File: src/rtl/multicycle_control.sv
// RV32I multi-cycle control unit: sequences IF/ID/EX/MEM/WB/HALT and drives datapath enables.
// Define CTRL_MEM_HANDSHAKE_EN to finish IF/MEM on I_MemReady instead of a MEM_LAT-cycle counter.
module multicycle_control #(
    parameter int unsigned ALUOP_W = 4,
    parameter int unsigned CNT_W   = 32,
    parameter int unsigned MEM_LAT = 1
) (
    input  logic               CLK,
    input  logic               RST,
    input  logic [31:0]        I_OP,
    input  logic               I_BrTaken,
    input  logic               I_MemReady,
    output logic               O_PCWrite,
    output logic               O_IRWrite,
    output logic               O_RegWrite,
    output logic               O_MemRead,
    output logic               O_MemWrite,
    output logic [1:0]         O_ALUSrcA,
    output logic [1:0]         O_ALUSrcB,
    output logic [ALUOP_W-1:0] O_ALUOp,
    output logic [1:0]         O_WBSel,
    output logic [1:0]         O_PCSrc,
    output logic [2:0]         O_State,
    output logic [CNT_W-1:0]   O_NUM_INST,
    output logic               O_HALT,
    output logic               O_Illegal
);

    localparam logic [3:0] AluAdd = 4'b0000, AluSub = 4'b0001, AluAnd = 4'b0010, AluOr = 4'b0011;
    localparam logic [3:0] AluSlt = 4'b0100, AluSll = 4'b0101, AluXor = 4'b0110, AluSra = 4'b0111;
    localparam logic [3:0] AluSrl = 4'b1010, AluSltu = 4'b1100, AluBeq = 4'b1110, AluBlt = 4'b1111;

    typedef enum logic [2:0] {
        StIf = 3'd0, StId = 3'd1, StEx = 3'd2, StMem = 3'd3, StWb = 3'd4, StHalt = 3'd5
    } state_e;

    typedef enum logic [3:0] {
        ClsIll, ClsR, ClsIAlu, ClsLui, ClsAuipc, ClsLw, ClsSw, ClsBr, ClsJal, ClsJalr, ClsSys
    } cls_e;

    state_e           state_q, state_d;
    cls_e             cls;
    logic [3:0]       alu_dec, alu_op;
    logic [CNT_W-1:0] num_q;
    logic             retire, mem_done;
    logic [6:0]       opcode, funct7;
    logic [2:0]       funct3;

    assign opcode = I_OP[6:0];
    assign funct3 = I_OP[14:12];
    assign funct7 = I_OP[31:25];

    function automatic logic [3:0] base_op(input logic [2:0] f3);
        logic [3:0] r;
        unique case (f3)
            3'b000:  r = AluAdd;
            3'b001:  r = AluSll;
            3'b010:  r = AluSlt;
            3'b011:  r = AluSltu;
            3'b100:  r = AluXor;
            3'b101:  r = AluSrl;
            3'b110:  r = AluOr;
            default: r = AluAnd;
        endcase
        return r;
    endfunction

    always_comb begin
        cls     = ClsIll;
        alu_dec = AluAdd;
        unique case (opcode)
            7'b0110011: begin
                if (funct7 == 7'b0000000) begin
                    cls     = ClsR;
                    alu_dec = base_op(funct3);
                end else if (funct7 == 7'b0100000 && funct3 == 3'b000) begin
                    cls     = ClsR;
                    alu_dec = AluSub;
                end else if (funct7 == 7'b0100000 && funct3 == 3'b101) begin
                    cls     = ClsR;
                    alu_dec = AluSra;
                end
            end
            7'b0010011: begin
                alu_dec = base_op(funct3);
                // Only the shift immediates carry a funct7 that must be checked.
                if (funct3 == 3'b001) begin
                    if (funct7 == 7'b0000000) cls = ClsIAlu;
                end else if (funct3 == 3'b101) begin
                    if (funct7 == 7'b0000000) begin
                        cls = ClsIAlu;
                    end else if (funct7 == 7'b0100000) begin
                        cls     = ClsIAlu;
                        alu_dec = AluSra;
                    end
                end else begin
                    cls = ClsIAlu;
                end
            end
            7'b0110111: cls = ClsLui;
            7'b0010111: cls = ClsAuipc;
            7'b0000011: if (funct3 == 3'b010) cls = ClsLw;
            7'b0100011: if (funct3 == 3'b010) cls = ClsSw;
            7'b1100011: begin
                if (funct3 != 3'b010 && funct3 != 3'b011) cls = ClsBr;
                alu_dec = funct3[2] ? AluBlt : AluBeq;
            end
            7'b1101111: cls = ClsJal;
            7'b1100111: if (funct3 == 3'b000) cls = ClsJalr;
            7'b1110011: if (I_OP == 32'h0000_0073 || I_OP == 32'h0010_0073) cls = ClsSys;
            default:    cls = ClsIll;
        endcase
    end

`ifdef CTRL_MEM_HANDSHAKE_EN
    assign mem_done = I_MemReady;
`else
    localparam int unsigned WaitW = (MEM_LAT > 1) ? $clog2(MEM_LAT) : 1;

    logic [WaitW-1:0] wait_q, wait_d;
    logic             unused_mem_ready;

    assign unused_mem_ready = I_MemReady;
    assign mem_done         = (wait_q == WaitW'(MEM_LAT - 1));

    always_comb begin
        wait_d = '0;
        if ((state_q == StIf || state_q == StMem) && !mem_done) wait_d = wait_q + WaitW'(1);
    end

    always_ff @(posedge CLK) begin
        if (RST) wait_q <= '0;
        else     wait_q <= wait_d;
    end
`endif

    always_comb begin
        state_d    = state_q;
        retire     = 1'b0;
        O_PCWrite  = 1'b0;
        O_IRWrite  = 1'b0;
        O_RegWrite = 1'b0;
        O_MemRead  = 1'b0;
        O_MemWrite = 1'b0;
        O_ALUSrcA  = 2'b00;
        O_ALUSrcB  = 2'b00;
        alu_op     = AluAdd;
        O_WBSel    = 2'b00;
        O_PCSrc    = 2'b00;
        O_Illegal  = 1'b0;
        case (state_q)
            StIf: begin
                O_MemRead = 1'b1;
                O_ALUSrcA = 2'b01;
                O_ALUSrcB = 2'b10;
                if (mem_done) begin
                    O_IRWrite = 1'b1;
                    O_PCWrite = 1'b1;
                    state_d   = StId;
                end
            end
            StId: begin
                if (cls == ClsSys) begin
                    state_d = StHalt;
                end else if (cls == ClsIll) begin
                    O_Illegal = 1'b1;
                    state_d   = StIf;
                end else begin
                    state_d = StEx;
                end
            end
            StEx: begin
                state_d = StWb;
                unique case (cls)
                    ClsR:     alu_op = alu_dec;
                    ClsIAlu:  begin O_ALUSrcB = 2'b01; alu_op = alu_dec; end
                    ClsLui:   begin O_ALUSrcA = 2'b11; O_ALUSrcB = 2'b01; end
                    ClsAuipc: begin O_ALUSrcA = 2'b10; O_ALUSrcB = 2'b01; end
                    ClsLw, ClsSw: begin
                        O_ALUSrcB = 2'b01;
                        state_d   = StMem;
                    end
                    ClsBr: begin
                        alu_op  = alu_dec;
                        retire  = 1'b1;
                        state_d = StIf;
                        if (I_BrTaken) begin
                            O_PCWrite = 1'b1;
                            O_PCSrc   = 2'b01;
                        end
                    end
                    ClsJal:  begin O_PCWrite = 1'b1; O_PCSrc = 2'b01; end
                    ClsJalr: begin O_PCWrite = 1'b1; O_PCSrc = 2'b10; end
                    default: state_d = StIf;
                endcase
            end
            StMem: begin
                O_MemRead  = (cls == ClsLw);
                O_MemWrite = (cls == ClsSw);
                if (mem_done) begin
                    if (cls == ClsLw) begin
                        state_d = StWb;
                    end else begin
                        retire  = (cls == ClsSw);
                        state_d = StIf;
                    end
                end
            end
            StWb: begin
                O_RegWrite = 1'b1;
                O_WBSel    = (cls == ClsLw) ? 2'b01 :
                             (cls == ClsJal || cls == ClsJalr) ? 2'b10 : 2'b00;
                retire     = 1'b1;
                state_d    = StIf;
            end
            StHalt:  state_d = StHalt;
            default: state_d = StIf;
        endcase
        // Reset aborts the current instruction: no writes, no retire.
        if (RST) begin
            retire     = 1'b0;
            O_PCWrite  = 1'b0;
            O_IRWrite  = 1'b0;
            O_RegWrite = 1'b0;
            O_MemRead  = 1'b0;
            O_MemWrite = 1'b0;
            O_Illegal  = 1'b0;
        end
    end

    always_ff @(posedge CLK) begin
        if (RST) begin
            state_q <= StIf;
            num_q   <= '0;
        end else begin
            state_q <= state_d;
            if (retire) num_q <= num_q + CNT_W'(1);
        end
    end

    assign O_ALUOp    = ALUOP_W'(alu_op);
    assign O_State    = state_q;
    assign O_NUM_INST = num_q;
    assign O_HALT     = (state_q == StHalt);

endmodule

File: config.mk
export PLATFORM = sky130hd
export DESIGN_NAME = multicycle_control
export DESIGN_NICKNAME = d
export VERILOG_FILES = /design/src/rtl/multicycle_control.sv
export SDC_FILE = /design/constraint.sdc
export NUM_CORES = 1
export LEC_CHECK = 0
export CORE_ASPECT_RATIO = 1.2
export CORE_MARGIN = 4
export CORE_UTILIZATION = 46
export DETAILED_ROUTE_END_ITERATION = 7
export GPL_ROUTABILITY_DRIVEN = 0
export PLACE_DENSITY = 0.8
export SLEW_MARGIN = 40
export SYNTH_ARGS = -nofsm -noshare
export SYNTH_HDL_FRONTEND = slang
export SYNTH_SLANG_ARGS = --single-unit
File: constraint.sdc
create_clock -name CLK -period 2.7 [get_ports CLK]
set_input_delay 0.405 -clock CLK [delete_from_list [all_inputs] [get_ports CLK]]
set_output_delay 0.405 -clock CLK [all_outputs]
set_load 0.03 [all_outputs]
Word level (Yosys, flattened, before mapping)
Cells that the tools add are included.
Word-level totals
  latch bits: 0
  memory bits (writable): 0
  bits in read-only memories: 0
  bits of input ports: 36
  output and inout bits: 54
  bits in registers: 36
  memories kept: 0
Operators by class
  equal/unequal tests: 38
  $mul: 0
  add/subtract/negate cells: 2
  muxes and demuxes: 65
  bitwise operators: 1
  shifts and indexed selects: 0
  div/mod/pow operators: 0
  reduce and logical (&&, ||, !) cells: 18
  $lt $le $gt $ge: 0
Operator list (count)
  two-way mux 4 bit: 11
  one-hot mux 4 bit (10 select lines): 1
  adder 32 x 1 -> 32 bit (second input constant): 1
  equality test 32 x 21 -> 1 bit (second input constant): 1
  equality test 32 x 7 -> 1 bit (second input constant): 1
  equality test 7 x 6 -> 1 bit (second input constant): 4
  equality test 7 bit (second input constant): 4
  one-hot mux 4 bit (7 select lines): 1
  two-way mux 3 bit: 9
  two-way mux 1 bit: 24
  equality test 4 x 3 -> 1 bit (second input constant): 4
  two-way mux 2 bit: 8
  equality test 3 bit (second input constant): 5
  one-hot mux 3 bit (5 select lines): 1
  equality test 7 x 5 -> 1 bit (second input constant): 2
  equality test 3 x 2 -> 1 bit (second input constant): 4
  equality test 4 bit (second input constant): 3
  one-hot mux 2 bit (2 select lines): 3
  one-hot mux 4 bit (3 select lines): 1
  equality test 4 x 2 -> 1 bit (second input constant): 2
  equality test 7 x 2 -> 1 bit (second input constant): 1
  zero test 7 bit: 1
  equality test 3 x 1 -> 1 bit (second input constant): 2
  zero test 3 bit: 2
  17 further kinds: 28

Logic depth before layout (Yosys ltp)
  word-level depth: 11
  mapped depth: 9
  depth with buffers taken out: 6

Worst setup path after synthesis
Ideal clock, no wire load.
  kind: input to output
  from: input port I_OP[25]
  to: output port O_PCWrite
  cell stages on the path: 6
  slack: -303 ps
  buffers on the path: 0
  arrival: 2598 ps
  cells stage by stage: nor4_1 -> nand4_1 -> o31a_1 -> o211a_1 -> nor3_1 -> o31a_1
Between the ends
  cells in the longest elaborated chain, start to end: 11
  elaborated cells on any way between the ends: 24
  classes of those cells: eq/ne: 6; mux: 13; reduce/logical: 5
RTL lines
  start: declaration: RTL line 10  | input logic [31:0] I_OP,
  equality test 7 x 6 -> 1 bit: RTL line 76, 79, 92
  two-way mux 2 bit / logical AND 1 bit (equally long branches): RTL line 92, 79
  two-way mux 2 bit / two-way mux 1 bit (equally long branches): RTL line 90, 79
  two-way mux 4 bit / two-way mux 1 bit (equally long branches): RTL line 89, 76
  two-way mux 4 bit / two-way mux 1 bit (equally long branches): RTL line 87, 73
  one-hot mux 4 bit (10 select lines) (*): RTL line 71  | unique case (opcode)
  equality test 4 bit: RTL line 174  | unique case (cls)
  OR reduction 2 bit (no line)
  one-hot mux 1 bit (2 select lines) (*): RTL line 174
  one-hot mux 1 bit (2 select lines) (*): RTL line 151  | case (state_q)
  two-way mux 1 bit (*): RTL line 220  | if (RST) begin
  end: declaration: RTL line 13  | output logic O_PCWrite,
Mark *: on every way between the ends. The rest lies on a longest branch, timed or not.

Final worst setup path
  from: input port I_OP[13]
  to: output port O_ALUOp[0]
Between the ends
  cells in the longest elaborated chain, start to end: 10
  elaborated cells on any way between the ends: 41
  classes of those cells: eq/ne: 13; mux: 22; reduce/logical: 6
RTL lines
  equality test 3 bit: RTL line 55, 79, 89
  logical AND 1 bit: RTL line 79  | end else if (funct7 == 7'b0100000 && funct3 == 3'b101) begin
  two-way mux 1 bit: RTL line 79
  two-way mux 1 bit: RTL line 76  | end else if (funct7 == 7'b0100000 && funct3 == 3'b000) begin
  two-way mux 1 bit: RTL line 73  | if (funct7 == 7'b0000000) begin
  one-hot mux 4 bit (10 select lines): RTL line 71
  equality test 4 x 3 -> 1 bit, or another cell as far along: RTL line 174
  OR reduction 3 bit (no line)
  two-way mux 4 bit (*): RTL line 174
  two-way mux 4 bit (*): RTL line 151
  end: declaration: RTL line 20  | output logic [ALUOP_W-1:0] O_ALUOp,
Marked as above.

==> results summary <==
The power density relative to cell area came out at 268 mW/mm2. Signal routing reaches up to met4. Counting I/O delays and the setup requirement, the final critical path takes 2.63 ns. The worst-case IR drop observed on VDD is 0.183 mV. The number of nets in the layout is 517.

The worst setup path is launched from an input port. The wire length on met2 is 4.36 mm. The worst hold path terminates at O_NUM_INST[31]. Sorting the synthesized cells by how often they occur yields nor2_1, dfxtp_1, xnor2_1, nand3_1, a21oi_1.

The hold violation count in the final report is 0. The via count of the first global-routing pass came out at 3,197. The number of warning messages in the yosys log came out at 0.

The tree is rooted in a clkbuf_8. Yosys mapped a number of flops with a built-in enable equal to 0. The cell area that synthesis handed to floorplanning was 0.00263 mm2.

The number of antenna diodes in the final layout is 0. The core box area came out at 0.00541 mm2. The register bit count reported by yosys came out at 36. The maximum operating frequency is 0.380 GHz. In this run the critical register-to-register path is launched from O_NUM_INST[7]. dfxtp_1 takes more of the synthesized area than any other cell. The average size of a mapped cell came out at 7.81 um2.

The clock net in this run drives a total of 36 sinks. The maximum fanout encountered on the critical timing path came out at 6. The depth of the worst register-to-register path came out at 6. The number of inserted filler cells in the final layout came out at 377. The aggregate global routing overflow came out at 0.

For this block, wires on met1 add up to 3.31 mm. After synthesis, the cell types taking the most area are dfxtp_1, xnor2_1, nor2_1. The via total after detailed routing is 3,176.

The total CTS buffers came out at 5. The largest net degree at the start of global routing is 42. The category of the most critical setup path is input port to output port. The distinct cell type count of the synthesized netlist is 55. The number of standard cells after synthesis is 337. After the first detailed-routing iteration, the DRC count stood at 184. The slack of the worst reg-to-reg path is 0.41 ns. In this run the critical register-to-register path is captured at O_NUM_INST[31]. The setup clock skew after layout is 0.00626 ns. The final critical-path share of the clock period is 97.5%. The worst slew slack as a fraction of its limit is 63.5%.

The proportion of synthesized chip area in sequential cells is 27.4%. The final-report max-slew violation count came out at 0. The detail route stage leaves a number of antenna-violating nets equal to 0. At the worst endpoint, the arrival time is 2.23 ns. The per-cell via count in the routed design came out at 5.85.

Setup violations remaining at the end of the flow were counted as 0. The floorplan die height is 90.9 um. The global router's overall resource usage came out at 23.7%. Summed over all layers, the routed wires come to 8.50 mm. STA classifies the critical path endpoint as an output port. For this design the top-level I/O count stands at 90. The synthesized net count came out at 374. The full die area is 0.00700 mm2. The top cell type by area accounts for 27.4% of the synthesized area. The run finished with clean final reports. For this run, design rule violations remaining after detail routing come to 0.

The number of antenna violations at the first check in global routing came out at 0. The share of flip-flops with an asynchronous set or reset came out at 0%. In this run the most critical hold path is launched from O_NUM_INST[31]. The maximum buffer depth of the clock tree is 2. Clock-pin slew was measured on the worst setup and hold paths at 0.07 ns. Measured along the x axis, the die boundary spans 77.0 um. The primary flip-flop cell chosen by synthesis mapping is dfxtp_1. In this run the tool buffered the top-level ports with 87 buffer cells. For the pin with the worst max-slew slack, the measured transition is 0.545 ns. The total iterations of the first detailed-routing run came out at 5.

The first-pass GRT wire length is 14.1 mm. Counting instances, the worst hold path has a depth of 2. The data required time of the critical path came out at 2.30 ns. The static leakage came out at 1.53 nW. The class of the worst hold path is flop to flop. The clock reaches the later pin of the worst-skew pair after 0.28 ns. The average routed wire per standard cell came out at 15.7 um.

The H-tree depth is 2. The layout overhead on the synthesized area is 59.4%. Across the run, the number of max-cap violations was 0. The tightest hold path in the finished design has a slack of 0.521 ns. The routed design uses 630 um of met3 wire. Row generation in the floorplan step produced 29 rows. The share of layout cells above drive strength 1 came out at 29.3%. Cells fill 77.6% of the core in the end. Yosys instantiated no cell more often than nor2_1. The starting density of the core is 48.7%. Detailed placement finished with a half-perimeter wire length of 6.22 mm. The most critical setup path has its startpoint at I_OP[13]. The clock tree from TritonCTS is done.
[sequential cells by signal, summed over array words and instances (netlist names)]
register,flops
wait_q,1
O_State,3
O_NUM_INST,32
[what timing repair did]
| action | CTS | global route |
|---|---|---|
| endpoints found under the setup margin | 29 | 7 |
| pin swaps | 9 | 9 |
| hold buffers | 0 | 0 |
| buffers inserted | 9 | 6 |
| resized for setup | 39 | 28 |
[per-stage QoR]
step                worst slack (ns)  cells  cell area (um2)  total power [mW]  TNS (ns)
floorplan                     0.0621    337             2640             0.623         0
global placement              -0.565    522             3920             0.729     -9.73
detailed placement            -0.584    522             3920             0.732    -11.99
CTS                           0.0147    539             4160              1.12         0
global route                 -0.0157    543             4200              1.17   -0.0157
finish                        0.0679    543             4200              1.12         0
[critical path, stage by stage]
cell and delay [ns]:
clkdlybuf4s15_1 0.25, buf_6 0.17, o31a_1 0.32, o31a_1 0.32, buf_6 0.13, a31oi_4 0.19, o21ai_4 0.11, a21oi_2 0.18
buf_6 0.16
[where the power goes]
group	internal [mW]	switching, mW	total (mW)
Sequential	0.532	0.00470	0.537
Clock	0.204	0.188	0.392
Combinational	0.103	0.0926	0.196
Total	0.839	0.286	1.12
[layout make-up]
class	instances	area, um2	area share [%]
clock buffers	6	82.6	1.97
clock inverters	2	10.0	0.239
inverters	4	15.0	0.358
multi-input cells	275	1890	45.2
flip-flops and latches	36	721	17.2
well taps	62	77.6	1.85
repair buffers	158	1400	33.3
[placed cells by master (no fill, tap or decap), types with 3 or more instances in the layout]
cell,count
a21o_1,3
nand2b_1,11
nor4_1,3
and2_1,6
a211oi_2,10
buf_4,76
a2111oi_2,9
buf_12,3
clkbuf_2,7
dlymetal6s2s_1,5
clkbuf_8,6
dfxtp_1,36
a21oi_1,20
clkdlybuf4s50_1,54
a31oi_1,3
nand3_1,27
nor3_1,6
xnor2_1,28
o31a_1,3
nand2_1,21
a21oi_2,3
o21ai_0,8
inv_1,4
nand4_1,11
nor2b_1,6
nor2_1,47
buf_6,7
and3_1,5
[kinds of logic (layout without fill, tap and decap cells)]
family	after synthesis	count (layout)	synth area share, %
AND/OR/NAND/NOR	168	168	33.9
AO/OA/AOI/OAI	75	75	23.5
flip-flops	36	36	27.4
XOR/XNOR	29	29	9.65
buffers and inverters	26	170	4.56
adder cells (fa/ha/maj)	1	1	0.475
other	1	1	0.143
multiplexers	1	1	0.380
[worst max-delay path by stage]
stage | cells after the start | endpoint | slack [ns]
CTS | 11 | O_PCWrite | 0.01
global route | 9 | O_ALUOp[0] | -0.02
detailed placement | 8 | O_Illegal | -0.58
global placement | 8 | O_Illegal | -0.57
floorplan | 6 | O_ALUOp[0] | 0.06
finish | 9 | O_ALUOp[0] | 0.07
[per-layer routing]
metal | up-vias | track usage, %
li1 | 1510 | -
met1 | 1483 | 25.1
met2 | 153 | 44.3
met3 | 30 | 5.69
met4 | 0 | 9.64
met5 | - | 0
(Power assumes the default switching activity.)
